`config.mk`:
```
export PLATFORM = sky130hd
export DESIGN_NAME = lcd_bus_sequencer
export DESIGN_NICKNAME = d
export VERILOG_FILES = /design/src/rtl/lcd_bus_sequencer.sv
export SDC_FILE = /design/constraint.sdc
export NUM_CORES = 1
export LEC_CHECK = 0
export CAP_MARGIN = 10
export CORE_MARGIN = 2
export CORE_UTILIZATION = 54
export DETAILED_ROUTE_END_ITERATION = 6
export MAX_ROUTING_LAYER = met4
export PLACE_DENSITY = 0.84
export SETUP_SLACK_MARGIN = 0.02
export SYNTH_ARGS = -nofsm -noshare
export SYNTH_HDL_FRONTEND = slang
export SYNTH_SLANG_ARGS = --single-unit
export TNS_END_PERCENT = 30
```
`constraint.sdc`:
```
create_clock -name clk -period 2.6 [get_ports clk]
set_clock_uncertainty 0.1 [all_clocks]
set_input_delay 0.26 -clock clk [delete_from_list [all_inputs] [get_ports clk]]
set_output_delay 0.26 -clock clk [all_outputs]
set_load 0.005 [all_outputs]
```
`src/rtl/lcd_bus_sequencer.sv`:
```
// HD44780 character-LCD write-bus owner: runs the power-up init sequence, then
// round-robins byte writes from two requesters with setup/enable/execution timing.
module lcd_bus_sequencer #(
   parameter int unsigned SETUP_CYC      = 4,
   parameter int unsigned EN_CYC         = 12,
   parameter int unsigned WAIT_CYC       = 2500,
   parameter int unsigned CLEAR_WAIT_CYC = 82000,
   parameter int unsigned INIT_WAIT_CYC  = 750000
) (
   input  logic       clk,
   input  logic       reset,
   input  logic       req0_valid,
   input  logic       req0_rs,
   input  logic [7:0] req0_data,
   output logic       req0_ready,
   input  logic       req1_valid,
   input  logic       req1_rs,
   input  logic [7:0] req1_data,
   output logic       req1_ready,
   output logic       init_done,
   output logic       busy,
   output logic [7:0] lcd_data,
   output logic       lcd_rs,
   output logic       lcd_rw,
   output logic       lcd_en
);

   localparam int unsigned MaxA   = (INIT_WAIT_CYC > CLEAR_WAIT_CYC) ? INIT_WAIT_CYC
                                                                     : CLEAR_WAIT_CYC;
   localparam int unsigned MaxB   = (WAIT_CYC > EN_CYC) ? WAIT_CYC : EN_CYC;
   localparam int unsigned MaxC   = (MaxB > SETUP_CYC) ? MaxB : SETUP_CYC;
   localparam int unsigned MaxCyc = (MaxA > MaxC) ? MaxA : MaxC;
   localparam int unsigned CntW   = $clog2(MaxCyc + 1);

   typedef enum logic [2:0] {
      StInitWait,
      StIdle,
      StSetup,
      StPulse,
      StWait
   } state_e;

   state_e            state_q, state_d;
   logic [CntW-1:0]   cnt_q, cnt_d;
   logic [1:0]        init_idx_q, init_idx_d;
   logic [1:0]        init_idx_next;
   logic              init_done_q, init_done_d;
   logic              last_grant_q, last_grant_d;
   logic              lcd_rs_q, lcd_rs_d;
   logic [7:0]        lcd_data_q, lcd_data_d;
   logic              lcd_en_q, lcd_en_d;
   logic              accept_ok;
   logic              is_clear;

   function automatic logic [7:0] init_cmd(input logic [1:0] idx);
      unique case (idx)
         2'd0: return 8'h38;
         2'd1: return 8'h0C;
         2'd2: return 8'h01;
         2'd3: return 8'h06;
      endcase
   endfunction

   // On a tie the requester that did not win last time is granted.
   assign accept_ok  = (state_q == StIdle) && init_done_q;
   assign req0_ready = accept_ok && req0_valid && (!req1_valid || last_grant_q);
   assign req1_ready = accept_ok && req1_valid && (!req0_valid || !last_grant_q);

   assign is_clear      = !lcd_rs_q && ((lcd_data_q == 8'h01) || (lcd_data_q == 8'h02));
   assign init_idx_next = init_idx_q + 2'd1;

   always_comb begin
      state_d      = state_q;
      cnt_d        = cnt_q;
      init_idx_d   = init_idx_q;
      init_done_d  = init_done_q;
      last_grant_d = last_grant_q;
      lcd_rs_d     = lcd_rs_q;
      lcd_data_d   = lcd_data_q;
      lcd_en_d     = lcd_en_q;

      unique case (state_q)
         StInitWait: begin
            if (cnt_q == '0) begin
               state_d    = StSetup;
               cnt_d      = CntW'(SETUP_CYC - 1);
               init_idx_d = 2'd0;
               lcd_rs_d   = 1'b0;
               lcd_data_d = init_cmd(2'd0);
            end else begin
               cnt_d = cnt_q - 1'b1;
            end
         end
         StIdle: begin
            if (req0_ready) begin
               state_d      = StSetup;
               cnt_d        = CntW'(SETUP_CYC - 1);
               last_grant_d = 1'b0;
               lcd_rs_d     = req0_rs;
               lcd_data_d   = req0_data;
            end else if (req1_ready) begin
               state_d      = StSetup;
               cnt_d        = CntW'(SETUP_CYC - 1);
               last_grant_d = 1'b1;
               lcd_rs_d     = req1_rs;
               lcd_data_d   = req1_data;
            end
         end
         StSetup: begin
            if (cnt_q == '0) begin
               state_d  = StPulse;
               cnt_d    = CntW'(EN_CYC - 1);
               lcd_en_d = 1'b1;
            end else begin
               cnt_d = cnt_q - 1'b1;
            end
         end
         StPulse: begin
            if (cnt_q == '0) begin
               state_d  = StWait;
               cnt_d    = is_clear ? CntW'(CLEAR_WAIT_CYC - 1) : CntW'(WAIT_CYC - 1);
               lcd_en_d = 1'b0;
            end else begin
               cnt_d = cnt_q - 1'b1;
            end
         end
         StWait: begin
            if (cnt_q != '0) begin
               cnt_d = cnt_q - 1'b1;
            end else if (init_done_q) begin
               state_d = StIdle;
            end else if (init_idx_q == 2'd3) begin
               state_d     = StIdle;
               init_done_d = 1'b1;
            end else begin
               state_d    = StSetup;
               cnt_d      = CntW'(SETUP_CYC - 1);
               init_idx_d = init_idx_next;
               lcd_rs_d   = 1'b0;
               lcd_data_d = init_cmd(init_idx_next);
            end
         end
         default: begin
            state_d = StInitWait;
            cnt_d   = CntW'(INIT_WAIT_CYC);
         end
      endcase
   end

   always_ff @(posedge clk) begin
      if (reset) begin
         state_q      <= StInitWait;
         cnt_q        <= CntW'(INIT_WAIT_CYC);
         init_idx_q   <= 2'd0;
         init_done_q  <= 1'b0;
         last_grant_q <= 1'b1;
         lcd_rs_q     <= 1'b0;
         lcd_data_q   <= 8'h00;
         lcd_en_q     <= 1'b0;
      end else begin
         state_q      <= state_d;
         cnt_q        <= cnt_d;
         init_idx_q   <= init_idx_d;
         init_done_q  <= init_done_d;
         last_grant_q <= last_grant_d;
         lcd_rs_q     <= lcd_rs_d;
         lcd_data_q   <= lcd_data_d;
         lcd_en_q     <= lcd_en_d;
      end
   end

   assign init_done = init_done_q;
   assign busy      = (state_q != StIdle);
   assign lcd_data  = lcd_data_q;
   assign lcd_rs    = lcd_rs_q;
   assign lcd_rw    = 1'b0;
   assign lcd_en    = lcd_en_q;

endmodule

```
# Word level (Yosys, flattened, before mapping)
# Cells that the tools add are included.
# op_classes
n_div,0
n_mul,0
n_shift,0
eq_ne,20
bitwise,1
add_sub_neg,2
muxes,45
order_cmp,0
reduce_logical,28
# op_table
op,n
20-bit 2-to-1 mux,8
20-bit one-hot mux with 5 select lines,1
8-bit 2-to-1 mux,6
8-bit one-hot mux with 4 select lines,1
8-bit one-hot mux with 3 select lines,1
20-bit zero test,1
20-bit nonzero test,1
20-bit by 1-bit subtractor with 20-bit output (second input constant),1
3-bit 2-to-1 mux,6
17-bit 2-to-1 mux,1
3-bit one-hot mux with 5 select lines,1
2-bit 2-to-1 mux,6
2-bit inequality test (second input constant),6
1-bit 2-to-1 mux,11
5-bit AND reduction,2
3-bit inequality test (second input constant),3
8-bit by 1-bit == test with 1-bit output (second input constant),1
8-bit by 2-bit == test with 1-bit output (second input constant),1
2-bit == test (second input constant),3
3-bit by 2-bit == test with 1-bit output (second input constant),2
1-bit logical AND,6
3-bit AND reduction,2
6-bit AND reduction,1
2-bit nonzero test,3
15 further kinds,21
# word_totals
romBits,0
ff_bits,37
word_cells,104
ramBits,0
latch_bits,0
n_memories,0
in_bits,22
output_inout_bits,15

# Depth between registers and ports, before layout
# Gate-level depths: netlist of run 1.
# depth
depth_word,7
mapped_depth,9
mapped_depth_nobuf,8

# Worst setup path before layout of run 1
# No wires, ideal clock.
# synth_path
path_type,register to register
startpoint,register cnt_q[8]
endpoint,register cnt_q[0]
path_stages_with_launch,8
n_path_buf,1
required_ns,2.421
path_slack_ns,0.481
arrival_ns,1.940
synth_period_minus_slack_ns,2.119
setup_ns,0.079
cell_sequence,dfxtp_1 -> nor4_4 -> nand2b_4 -> or4_4 -> buf_6 -> a31oi_1 -> nor2_1 -> a211oi_2
# synth_between
elab_chain_len,3
elab_cells_between_ends,10
cone_classes,2 x eq/ne; 5 x mux; 3 x reduce/logical
# synth_lines
element,line_no,rtl
from (decl),44,"logic [CntW-1:0] cnt_q, cnt_d;"
from (signal assigned),153,cnt_q <= CntW'(INIT_WAIT_CYC);
from (signal assigned),162,cnt_q <= cnt_d;
20-bit nonzero test or 20-bit zero test (tied branches),--,
"20-bit 2-to-1 mux, or another cell as far along",128,if (cnt_q != '0) begin
20-bit one-hot mux with 5 select lines or 3-bit AND reduction (tied branches),--,
# Several ways; a longest one is shown, not always the timed one.
# A chain may end at the register's enable or synchronous reset.

# Worst setup path in the final report of run 1
# layout_path
startpoint,register state_q[1]
endpoint,output req0_ready
# layout_between
elab_chain_len,4
# layout_lines
element,line_no,rtl
from (decl),43,"state_e state_q, state_d;"
from (signal assigned),152,state_q <= StInitWait;
from (signal assigned),161,state_q <= state_d;
3-bit by 1-bit == test with 1-bit output,65,assign accept_ok = (state_q == StIdle) && init_done_q;
1-bit logical AND,65,
1-bit logical AND (2 in a row),66,assign req0_ready = accept_ok && req0_valid && (!req1_valid || last_grant_q);
to (decl),15,"output logic req0_ready,"
# Every way passes these cells.

==> results of run 1 <==
cell families (layout without fill, tap and decap cells):
family | Yosys count | in the layout
AOI/OAI and AO/OA | 85 | 85
xor gates and xnor gates | 2 | 2
adders and majority gates | 6 | 6
buffers and inverters | 23 | 61
DFF | 37 | 37
muxes | 10 | 10
other | 1 | 1
and+or+nand+nor | 122 | 122
power by group through the flow:
stage	sequential, mW	clock [mW]	combinational [mW]
3_5_place_dp	0.883	0	1.19
2_1_floorplan	0.847	0	0.858
5_1_grt	0.901	0.460	1.34
6_report	0.877	0.428	1.22
4_1_cts	0.872	0.440	1.19
3_3_place_gp	0.880	0	1.16
worst min-delay path, delay by kind of cell, from the launching register on:
kind | cells | cell delay (ps)
flops | 1 | 320
simple gates | 1 | 60
compound gates | 1 | 50
stage by stage:
stage	total power [mW]	cell area, sq um	instances
final	2.52	2800	374
after global routing	2.70	2800	374
after CTS	2.51	2800	374
after detailed placement	2.07	2710	366
after global placement	2.04	2710	366
after floorplan	1.71	2300	286
layout by cell type (no fill, tap or decap), types with 6 or more instances in the layout:
cell type	instances
or3_1	8
clkbuf_8	6
a31oi_1	6
ha_1	6
clkdlybuf4s50_1	35
mux2i_1	8
nor2b_1	7
a21oi_1	24
nor3_1	7
buf_4	10
nor4_1	7
dfxtp_1	37
o21ai_0	17
nand2_1	29
nand3_1	8
nor2_1	34
inv_1	6
worst min-delay path by stage:
| stage | end | slack, ps | depth (start not counted) | from |
|---|---|---|---|---|
| global placement | lcd_data[7] | 360 | 2 | lcd_data[7] |
| floorplan | cnt_q[19] | 350 | 2 | cnt_q[19] |
| CTS | lcd_rs | 380 | 2 | lcd_rs |
| detailed placement | lcd_rs | 370 | 2 | lcd_rs |
| global route | lcd_data[6] | 400 | 2 | lcd_data[6] |
| finish | lcd_rs | 380 | 2 | lcd_rs |
per-layer routing:
metal | track usage (%) | vias to the layer above | wire [um]
li1 | - | 1133 | -
met1 | 33.7 | 1071 | 2580
met2 | 37.8 | 96 | 2710
met3 | 5.38 | 11 | 385
met4 | 10.5 | 0 | 135
met5 | - | - | 0
area by class of cell:
class | instances | area (sq um)
multi-input combinational | 226 | 1450
timing repair buffer | 45 | 425
clock buffer | 6 | 82.6
tap | 50 | 62.6
inverter | 8 | 30.0
fill | 319 | 1250
sequential | 37 | 741
clock inverter | 2 | 13.8
sequential cells by signal, summed over array words and instances, names as in the netlist:
register and flops:
cnt_q 20, lcd_data 8, state_q 3, init_idx_q 2, init_done 1, last_grant_q 1
lcd_en 1, lcd_rs 1
==> flow_summary.toml, run 1 <==
[layout]
drive_gt1_share_pct = 12.0
antennaDiodeCount = 0
area_growth_pct = 22.1
finish.net_count = 351
final_util_pct = 69.1

[timing]
setup_tns_ps = 0
period_needed_ps = 2450
drv_slew = 0
grt_setup_unrepaired = "no"
hold-worst-slack_ps = 375
worstMarginPinSlew_ps = 683
setup_viol = 0
fin_crit_sh_pct = 94.2
timing.final.ws_setup_ps = 151
timing.final.hold_violations = 0
fmaxAchievable_ghz = 0.408
slew_headroom_pct = 54.5

[logic_synthesis]
synth_top_area_share_pct = 32.3
synthArstFlopShare_pct = 0
synth_compound_area_share_pct = 25.3
synthSimpleGateAreaFrac_pct = 29.2
synthFlopType = "dfxtp_1"
synth_commonest_cells = "37 x dfxtp_1, 34 x nor2_1, 29 x nand2_1"
ys_warn_count = 0
syn_avg_cell_area_sq_um = 8.03
synth_top_area_cell = "dfxtp_1"
synth_edf_count = 0
synth.ff_latch_count = 37
synth_fp_nets = 314
synth_xor_area_share_pct = 0.763
synthMostInstantiatedCell = "dfxtp_1"
synth_mux_area_share_pct = 4.47
synth_adder_area_share_pct = 3.27
mappedNetlistArea_sq_um = 2300
syn_inst = 286
yosysSeqAreaShare_pct = 32.3
yosysUniqueCellTypes = 65
synth_top_family_by_area = "simple AND/OR/NAND/NOR gates"
synth.area.top_cells = "dfxtp_1 32%, nor2_1 5.6%, a21oi_1 5.2%, nand2_1 4.7%, o21ai_0 3.7%"

[floorplan]
num_rows = 23
initial_utilization_pct = 56.6
die_w_um = 69.2
design.die.area_sq_um = 4790
ioPinCount = 37
die_y_um = 69.2
core_sq_um = 4060

[power]
peakVddDrop_mv = 0.638
p_comb_share_pct = 48.3
swShare_pct = 42.2
p_per_area_nw_per_um2 = 899
p_seq_share_pct = 34.8
switchingPower_mw = 1.06
p_leak_nw = 1.07
clkPwrFrac_pct = 17.0
p_int_mw = 1.46

[clock_network]
clk-insertion-delay-late_ps = 290
hold_buffers = 0
cts_setup_buffers = 0
clk_path_buf_depth = 2
clock_sinks = 37
cts_htree_levels = 2
cts_tree = "done"
cts_buffers = 5
post_cts_resized = 0
cts-root-buf = "clkbuf_8"
clk_pin_slew_ps = 80

[worst_setup_path]
arrival_ps = 2090
endpoint_kind = "output port"
reg2reg_depth = 7
critPathRequiredTime_ps = 2240
path_cells = "nor3b_2 -> o2111ai_4 -> inv_2 -> clkdlybuf4s50_1"
reg2reg_slack_ps = 270
slowest_stage = "clkdlybuf4s50_1"
critPathKind = "flop to output port"
path_depth = 4
reg2reg_to = "cnt_q[1]"
worstPathMaxFanout = 10
critPathCapture = "req0_ready"
slowest_delay_ps = 510
path_buf_inv = 2
cp-startpoint = "state_q[1]"
cp-start-kind = "flop"
r2r-start = "cnt_q[8]"
critical-path-top-delay-family = "buffers and inverters"

[status]
status = "finished, final reports clean"

[drt]
vias = 2311
drt-initial-drc-count = 177
routed_via_density = 6.18
avgRoutedWirePerCell_um = 15.5
drcViolationCount = 0
ant_nets = 0
dr.pass1.iters = 5
routed_wl_um = 5810

[placement]
post-dp-hpwl_um = 4270
place_ws_ps = 326
place_congestion = 0.922
io_buffers = 35

[global_routing]
grtUsageTotal_pct = 25.4
grt_pass1_vias = 2073
grt_start_max_net_pins = 26
gr-total-overflow = 0
antenna_found_initial = 0
grt_pass1_wl_um = 9690

[min_path]
hold_path_class = "flop to flop"

[run]
maxCapViolCount = 0
Note: power is estimated with default switching activity, not from simulation.
==> run 2, diff against run 1 <==
==> constraint.sdc (replaced) <==
create_clock -name clk -period 2.6 [get_ports clk]
set_clock_uncertainty 0.1 [all_clocks]
set_input_delay 0.39 -clock clk [delete_from_list [all_inputs] [get_ports clk]]
set_output_delay 0.39 -clock clk [all_outputs]
set_load 0.005 [all_outputs]
==> run 2 against run 1 <==
Against the previous run: wire length up 3.4%; first-iteration DRC count decreased by 10%; critical path depth is the same; non-clock buffer count stayed put; sequential power increased by 0.8%; flip-flop and latch count unchanged; combinational power hardly changed; critical path type unchanged; count of clock-buffer cells in the layout is 1 higher; clock power shrank 4%; largest power group unchanged; worst setup slack better by 49 ps; total power is 0.86% lower; largest cell class unchanged.
==> flow_summary.toml, run 2 (synthesis gave the netlist of run 1 again) <==
[run]
maxCapViolCount = 0

[drt]
dr.pass1.iters = 4
routed_via_density = 6.18
vias = 2305
ant_nets = 0
drcViolationCount = 0
routed_wl_um = 6000
avgRoutedWirePerCell_um = 16.1
drt-initial-drc-count = 159

[floorplan]
die_y_um = 69.2
initial_utilization_pct = 56.6
ioPinCount = 37
num_rows = 23
die_w_um = 69.2
core_sq_um = 4060
design.die.area_sq_um = 4790

[placement]
post-dp-hpwl_um = 4420
io_buffers = 35
place_congestion = 0.929
place_area_sq_um = 2710

[timing]
setup_tns_ps = 0
slew_headroom_pct = 56.3
fmaxAchievable_ghz = 0.417
timing.final.hold_violations = 0
setup_viol = 0
fin_crit_sh_pct = 92.3
drv_slew = 0
worstMarginPinSlew_ps = 655
period_needed_ps = 2400
grt_setup_unrepaired = "no"

[layout]
mostFrequentLayoutCell = "dfxtp_1"
multi_input_area_sq_um = 1450
largest_register_ffs = 20
finish.net_count = 351
final_util_pct = 68.9
area_growth_pct = 21.8
seqCellArea_sq_um = 741
drive_gt1_share_pct = 11.8
antennaDiodeCount = 0
fillers = 336
stdcell_area_sq_um = 2800
top_register = "cnt_q"
final_cell_mix = "37 x dfxtp_1, 35 x clkdlybuf4s50_1, 33 x nor2_1"

[clock_network]
cts_setup_buffers = 0
cts_htree_levels = 2
clock_sinks = 37
cts-root-buf = "clkbuf_8"
clk_pin_slew_ps = 70
hold_buffers = 0
cts_buffers = 5
cts_tree = "done"
clk-insertion-delay-late_ps = 300
clk_path_buf_depth = 2

[worst_setup_path]
critPathRequiredTime_ps = 2110
arrival_ps = 1910
path_buf_inv = 2
worstPathMaxFanout = 9
critical-path-top-delay-family = "buffers and inverters"
critPathKind = "flop to output port"
slowest_stage = "clkdlybuf4s50_1"
path_cells = "nor3b_2 -> o2111ai_4 -> inv_2 -> clkdlybuf4s50_1"
cp-start-kind = "flop"
slowest_delay_ps = 500
endpoint_kind = "output port"

[min_path]
hold_path_class = "flop to flop"

[status]
status = "finished, final reports clean"

[global_routing]
gr-total-overflow = 0
grt_start_max_net_pins = 28
grtUsageTotal_pct = 26.2
grt_pass1_wl_um = 10100
antenna_found_initial = 0
grt_pass1_vias = 2148

[power]
peakVddDrop_mv = 0.604
p_leak_nw = 1.06
p_per_area_nw_per_um2 = 894
[run 2: cell types whose count changed in the layout (fill, tap and decap cells not counted), sizes merged]
cell    delta
clkbuf     +1
clkinv     -2
[run 2: final timing paths]
| path | startpoint | endpoint | slack, ps | cells past startpoint |
|---|---|---|---|---|
| max reg2reg | cnt_q[8] | lcd_data[7] | 230 | 6 |
| min | lcd_rs | lcd_rs | 370 | 2 |
| min reg2reg | lcd_rs | lcd_rs | 370 | 2 |
| max | state_q[1] | req0_ready | 200 | 4 |
[run 2: final cells by class]
type / instances / share of cell area (%)
Sequential cell: 37 / 26.5
Clock buffer: 7 / 3.09
Timing Repair Buffer: 45 / 15.2
Tap cell: 50 / 2.24
Inverter: 8 / 1.07
Multi-Input combinational cell: 226 / 51.9
[run 2: what timing repair did]
| action | 4_1_cts | 5_1_grt |
|---|---|---|
| resized for setup | 0 | 1 |
| hold endpoints to repair | 0 | 0 |
| endpoints found under the setup margin | 0 | 4 |
[run 2: through the flow]
| stage | hold WS, ps | std cells | total power, mW | setup slack [ps] |
|---|---|---|---|---|
| after floorplan | 354 | 286 | 1.71 | 481 |
| after global placement | 359 | 366 | 2.04 | 277 |
| after detailed placement | 362 | 366 | 2.07 | 147 |
| after CTS | 372 | 373 | 2.49 | 189 |
| after global routing | 407 | 373 | 2.67 | 73.1 |
| final | 372 | 373 | 2.50 | 200 |
[run 2: power by group]
part,internal [mW],leakage [nW],switching [mW]
logic,0.534,0.716,0.669
clock network,0.210,0.0443,0.201
registers,0.711,0.302,0.173
[run 2: layer usage]
metal	part of all wire [%]	track usage, %	up-vias	wire length [um]
li1	-	-	1134	-
met1	43	33.8	1064	2560
met2	47	39.2	90	2850
met3	7.7	6.69	17	464
met4	2.2	10.5	0	132
met5	0	-	-	0
[run 2: worst register-to-register path: cells and delay by family (launching register included)]
family / cells / cell delay, ps
AOI/OAI and AO/OA: 2 / 390
DFF: 1 / 380
and+or+nand+nor: 4 / 1440
==> patch 1 (settings of run 2) <==
Encoding of `state_e`: now one-hot (5 bits for 5 states).
--- a/src/rtl/lcd_bus_sequencer.sv
+++ b/src/rtl/lcd_bus_sequencer.sv
@@ -34,8 +34,8 @@
 
-   typedef enum logic [2:0] {
-      StInitWait,
-      StIdle,
-      StSetup,
-      StPulse,
-      StWait
+   typedef enum logic [4:0] {
+      StInitWait = 5'b00001,
+      StIdle     = 5'b00010,
+      StSetup    = 5'b00100,
+      StPulse    = 5'b01000,
+      StWait     = 5'b10000
    } state_e;
Formal check against the unedited RTL: same outputs for any inputs over 10 cycles, from zero or initial values and one cycle with reset high; not proved beyond that.
==> patch 1 against run 2 <==
- design area grew 3.8%
- largest power group unchanged
- hold slack gained 0.58 ps
- combinational power grew 28%
- critical endpoint is now lcd_data[5]$_SDFFE_PP0P_
- total power grew 18%
- sequential power grew 7.1%
- critical path depth grew 5
- largest cell class unchanged
- sequential cell count grew 2
- area after synthesis grew 0.11%
- synthesized cell count shrank 0.70%
- non-clock buffer count grew 11
- setup slack lost 67 ps
- wire length grew 1.1%
==> patch 1: results (changes against run 2) <==
synthesis:
  synth_xor_area_share_pct: 2.667  # +1.9 points
  synth.area.top_cells: "dfxtp_1, nand2_1, nor2_1, mux2i_1, a21oi_1"
  synthCells: 284  # -0.70%
  synth_adder_area_share_pct: 3.266  # -0.0036 points
  synth_compound_area_share_pct: 22.16  # -3.1 points
  ys_seq_area_share_pct: 33.97  # +1.7 points
  synth.top_cells.by_count: "dfxtp_1, nand2_1, nor2_1"
power_and_ir_drop:
  powerDensity_mw_per_mm2: 1012  # +13%
  combPwrFrac_pct: 52.3  # +4.1 points
  p_seq_mw: 0.947  # +7.1%
  leakagePower_nw: 1.129  # +6.2%
global_route:
  grt_usage_pct: 25.74  # -0.45 points
  grt_util_met3_pct: 4.797  # -1.9 points
  met2_usage_pct: 42.41  # +3.2 points
  grt_start_max_net_pins: 26  # -7.1%
  grt_pass1_wl_mm: 9.963  # -1.0%
  use_met1_pct: 31.12  # -2.7 points
route:
  vias: 2367  # +2.7%
  met3_wirelength_um: 371  # -20%
  wl_met1_mm: 2.663  # +4.1%
  dr_wl_met2_mm: 2.862  # +0.56%
  drt-initial-drc-count: 223  # +40%
worst_hold_path:
  hold_start: "lcd_data[4]$_SDFFE_PP0P_"
  min_to: "lcd_data[4]$_SDFFE_PP0P_"
worst_setup_path:
  endpoint: "lcd_data[5]$_SDFFE_PP0P_"
  path_class: "reg -> reg"
  r2r_end: "lcd_data[5]$_SDFFE_PP0P_"
  critPathArrivalTime_ps: 2590  # +680 ps
  rr_worst_depth: 9  # +3
  cpPeakStageDelay_ps: 460  # -40 ps
  crit_fanout: 11  # +2
  cp_slowest_cell: "or4b_4"
  r2r_start: "cnt_q[0]$_SDFFE_PP0P_"
timing:
  slew_headroom_pct: 65.75  # +9.4 points
  hold_ws_ps: 372.6  # +0.5780 ps
  period_share_pct: 94.89  # +2.6 points
placement:
  dp.cells: 367  # +0.27%
  dp_hpwl_mm: 4.406  # -0.39%
  post_dp_cell_area_mm2: 0.002749  # +1.5%
final_layout:
  final_cells: 380  # +1.9%
  fin_nets: 357  # +1.7%
  drive_gt1_share_pct: 13.94  # +2.2 points
clock_network:
  postCtsResizedCells: 2  # +2
run_status:
  outcome: "finished, final reports clean"
patch 1: cell count changes after synthesis, moves of 3 or more:
cell | before | now
nor3_1 | 7 | 14
nor2_1 | 34 | 28
a21oi_1 | 24 | 19
o21ai_0 | 17 | 12
or3_1 | 8 | 3
a31oi_1 | 6 | 3
and3_1 | 1 | 4
nor2b_1 | 7 | 4
o211ai_1 | 3 | 6
xnor2_1 | 1 | 4
patch 1: critical path, delay by kind of cell (launching register included):
family,cells,cell delay [ps]
buf+inv,2,320
fa+ha+maj,1,140
compound gates,3,560
flops,1,350
simple gates,3,920
patch 1: final cells by class:
class / instances / area, um^2
multi-input combinational: 219 / 1415
fill: 314 / 1155
sequential: 39 / 783.3
timing repair buffer: 56 / 508.0
clock buffer: 7 / 96.34
tap: 50 / 62.56
inverter: 8 / 30.03
clock inverter: 1 / 7.507
patch 1: kinds of logic after synthesis:
family | after synthesis
compound gates | 74
xor+xnor | 7
fa+ha+maj | 6
buf+inv | 26
flops | 39
mux | 12
other cells | 1
simple gates | 119
==> patch 2 (flow settings as in run 2) <==
Without the edit above. The parameter `WAIT_CYC` goes from 2500 to 5000.
--- a/src/rtl/lcd_bus_sequencer.sv
+++ b/src/rtl/lcd_bus_sequencer.sv
@@ -5,3 +5,3 @@
    parameter int unsigned EN_CYC         = 12,
-   parameter int unsigned WAIT_CYC       = 2500,
+   parameter int unsigned WAIT_CYC       = 5000,
    parameter int unsigned CLEAR_WAIT_CYC = 82000,
Formal check against the unedited RTL: same outputs for any inputs over 10 cycles, from zero or initial values and one cycle with reset high; that may be too few to reach the edited logic, so the function may still have changed.
==> patch 2 against run 2 <==
- area after synthesis down 4.0%
- wire length down 10%
- via count down 6.4%
- sequential cell count unchanged
- global-route usage down 0.053 points
- first-iteration DRC count up 33%
- setup slack better by 32 ps
- utilization up 0.30 points
- design area down 1.7%
- register-to-register slack better by 30 ps
- synthesized cell count down 4.5%
- critical path depth up 1
- critical path type unchanged
- critical endpoint is now req1_ready
Power is not compared: it rests on default switching activity, and its combinational part moved more than twofold at a synthesized area within 25%.
==> patch 2: results (changes against run 2) <==
route:
  viasPerCell: 5.912  # -4.3%
  met3_wirelength_um: 330  # -29%
  drt-initial-drc-count: 211  # +33%
  dr_wl_met2_mm: 2.554  # -10%
  avgRoutedWirePerCell_um: 14.76  # -8.3%
global_route:
  met2_usage_pct: 41.67  # +2.5 points
  grt_start_max_net_pins: 15  # -46%
  grt_usage_pct: 26.13  # -0.053 points
  grt_pass1_vias: 1856  # -14%
  grt_util_met3_pct: 5.428  # -1.3 points
final_layout:
  drive_gt1_share_pct: 10.48  # -1.3 points
  area_delta_synth_final_pct: 24.76
  fin_nets: 343  # -2.3%
run_status:
  outcome: "finished, final reports clean"
timing:
  slew_headroom_pct: 58.39  # +2.1 points
  hold_ws_ps: 376.4  # +4.389 ps
synthesis:
  ys_seq_area_share_pct: 33.62  # +1.4 points
  synth_compound_area_share_pct: 23.28  # -2.0 points
  synth_xor_area_share_pct: 0.7950  # +0.032 points
  synthesis.nets: 301  # -4.1%
  synth.top_cells.by_count: "dfxtp_1, nand2_1, nor2_1"
worst_setup_path:
  critPathArrivalTime_ps: 1880  # -30 ps
  ff2ff_setup_slack_ps: 260  # +30 ps
  crit_fanout: 8  # -1
placement:
  dp_hpwl_mm: 4.016  # -9.2%
patch 2: cell types whose count changed in the layout (fill, tap and decap cells not counted), moves of 3 or more:
cell	change
a21oi_1	-6
a31oi_1	-3
or3_1	-3
nor3b_1	+3
o21ai_0	+4
a21o_1	-4
nand2b_1	+3
inv_1	+5
nand2_1	-3
buf_4	+3
nor2_1	-8
patch 2: cell type report:
cell class	instances	area [um^2]
clock buffer	5	68.82
clock inverter	2	35.03
fill	332	1222
inverter	11	41.29
multi-input combinational	212	1353
sequential	37	740.7
tap	50	62.56
timing repair buffer	48	447.9
patch 2: final timing paths:
path / to / from / depth (start not counted)
hold / removal: lcd_data[6]$_SDFFE_PP0P_ / lcd_data[6]$_SDFFE_PP0P_ / 2
setup / recovery: req1_ready / state_q[1]$_SDFFE_PP0P_ / 5
hold reg to reg: lcd_data[6]$_SDFFE_PP0P_ / lcd_data[6]$_SDFFE_PP0P_ / 2
setup reg to reg: cnt_q[9]$_SDFFE_PP0P_ / cnt_q[2]$_SDFFE_PP0P_ / 6
patch 2: through the flow:
stage / cells / area, um^2 / setup slack, ps
2_1_floorplan: 273 / 2203 / 540.0
3_3_place_gp: 358 / 2645 / 281.9
3_5_place_dp: 358 / 2645 / 263.1
4_1_cts: 365 / 2749 / 227.3
5_1_grt: 365 / 2749 / 65.27
6_report: 365 / 2749 / 232.1
patch 2: worst max-delay path, cell delays in order, from the launching register on:
cell and delay [ps]:
dfxtp_1 390, nor3b_2 260, buf_4 200, nand3_1 80, a21oi_1 140, clkdlybuf4s50_1 510
patch 2: power groups by stage:
stage	logic [mW]	registers, mW	clock network, mW
finish	0.125	0.600	0.482
floorplan	0.0644	0.609	0
global route	0.139	0.604	0.506
detailed placement	0.124	0.613	0
global placement	0.122	0.613	0
CTS	0.125	0.600	0.488
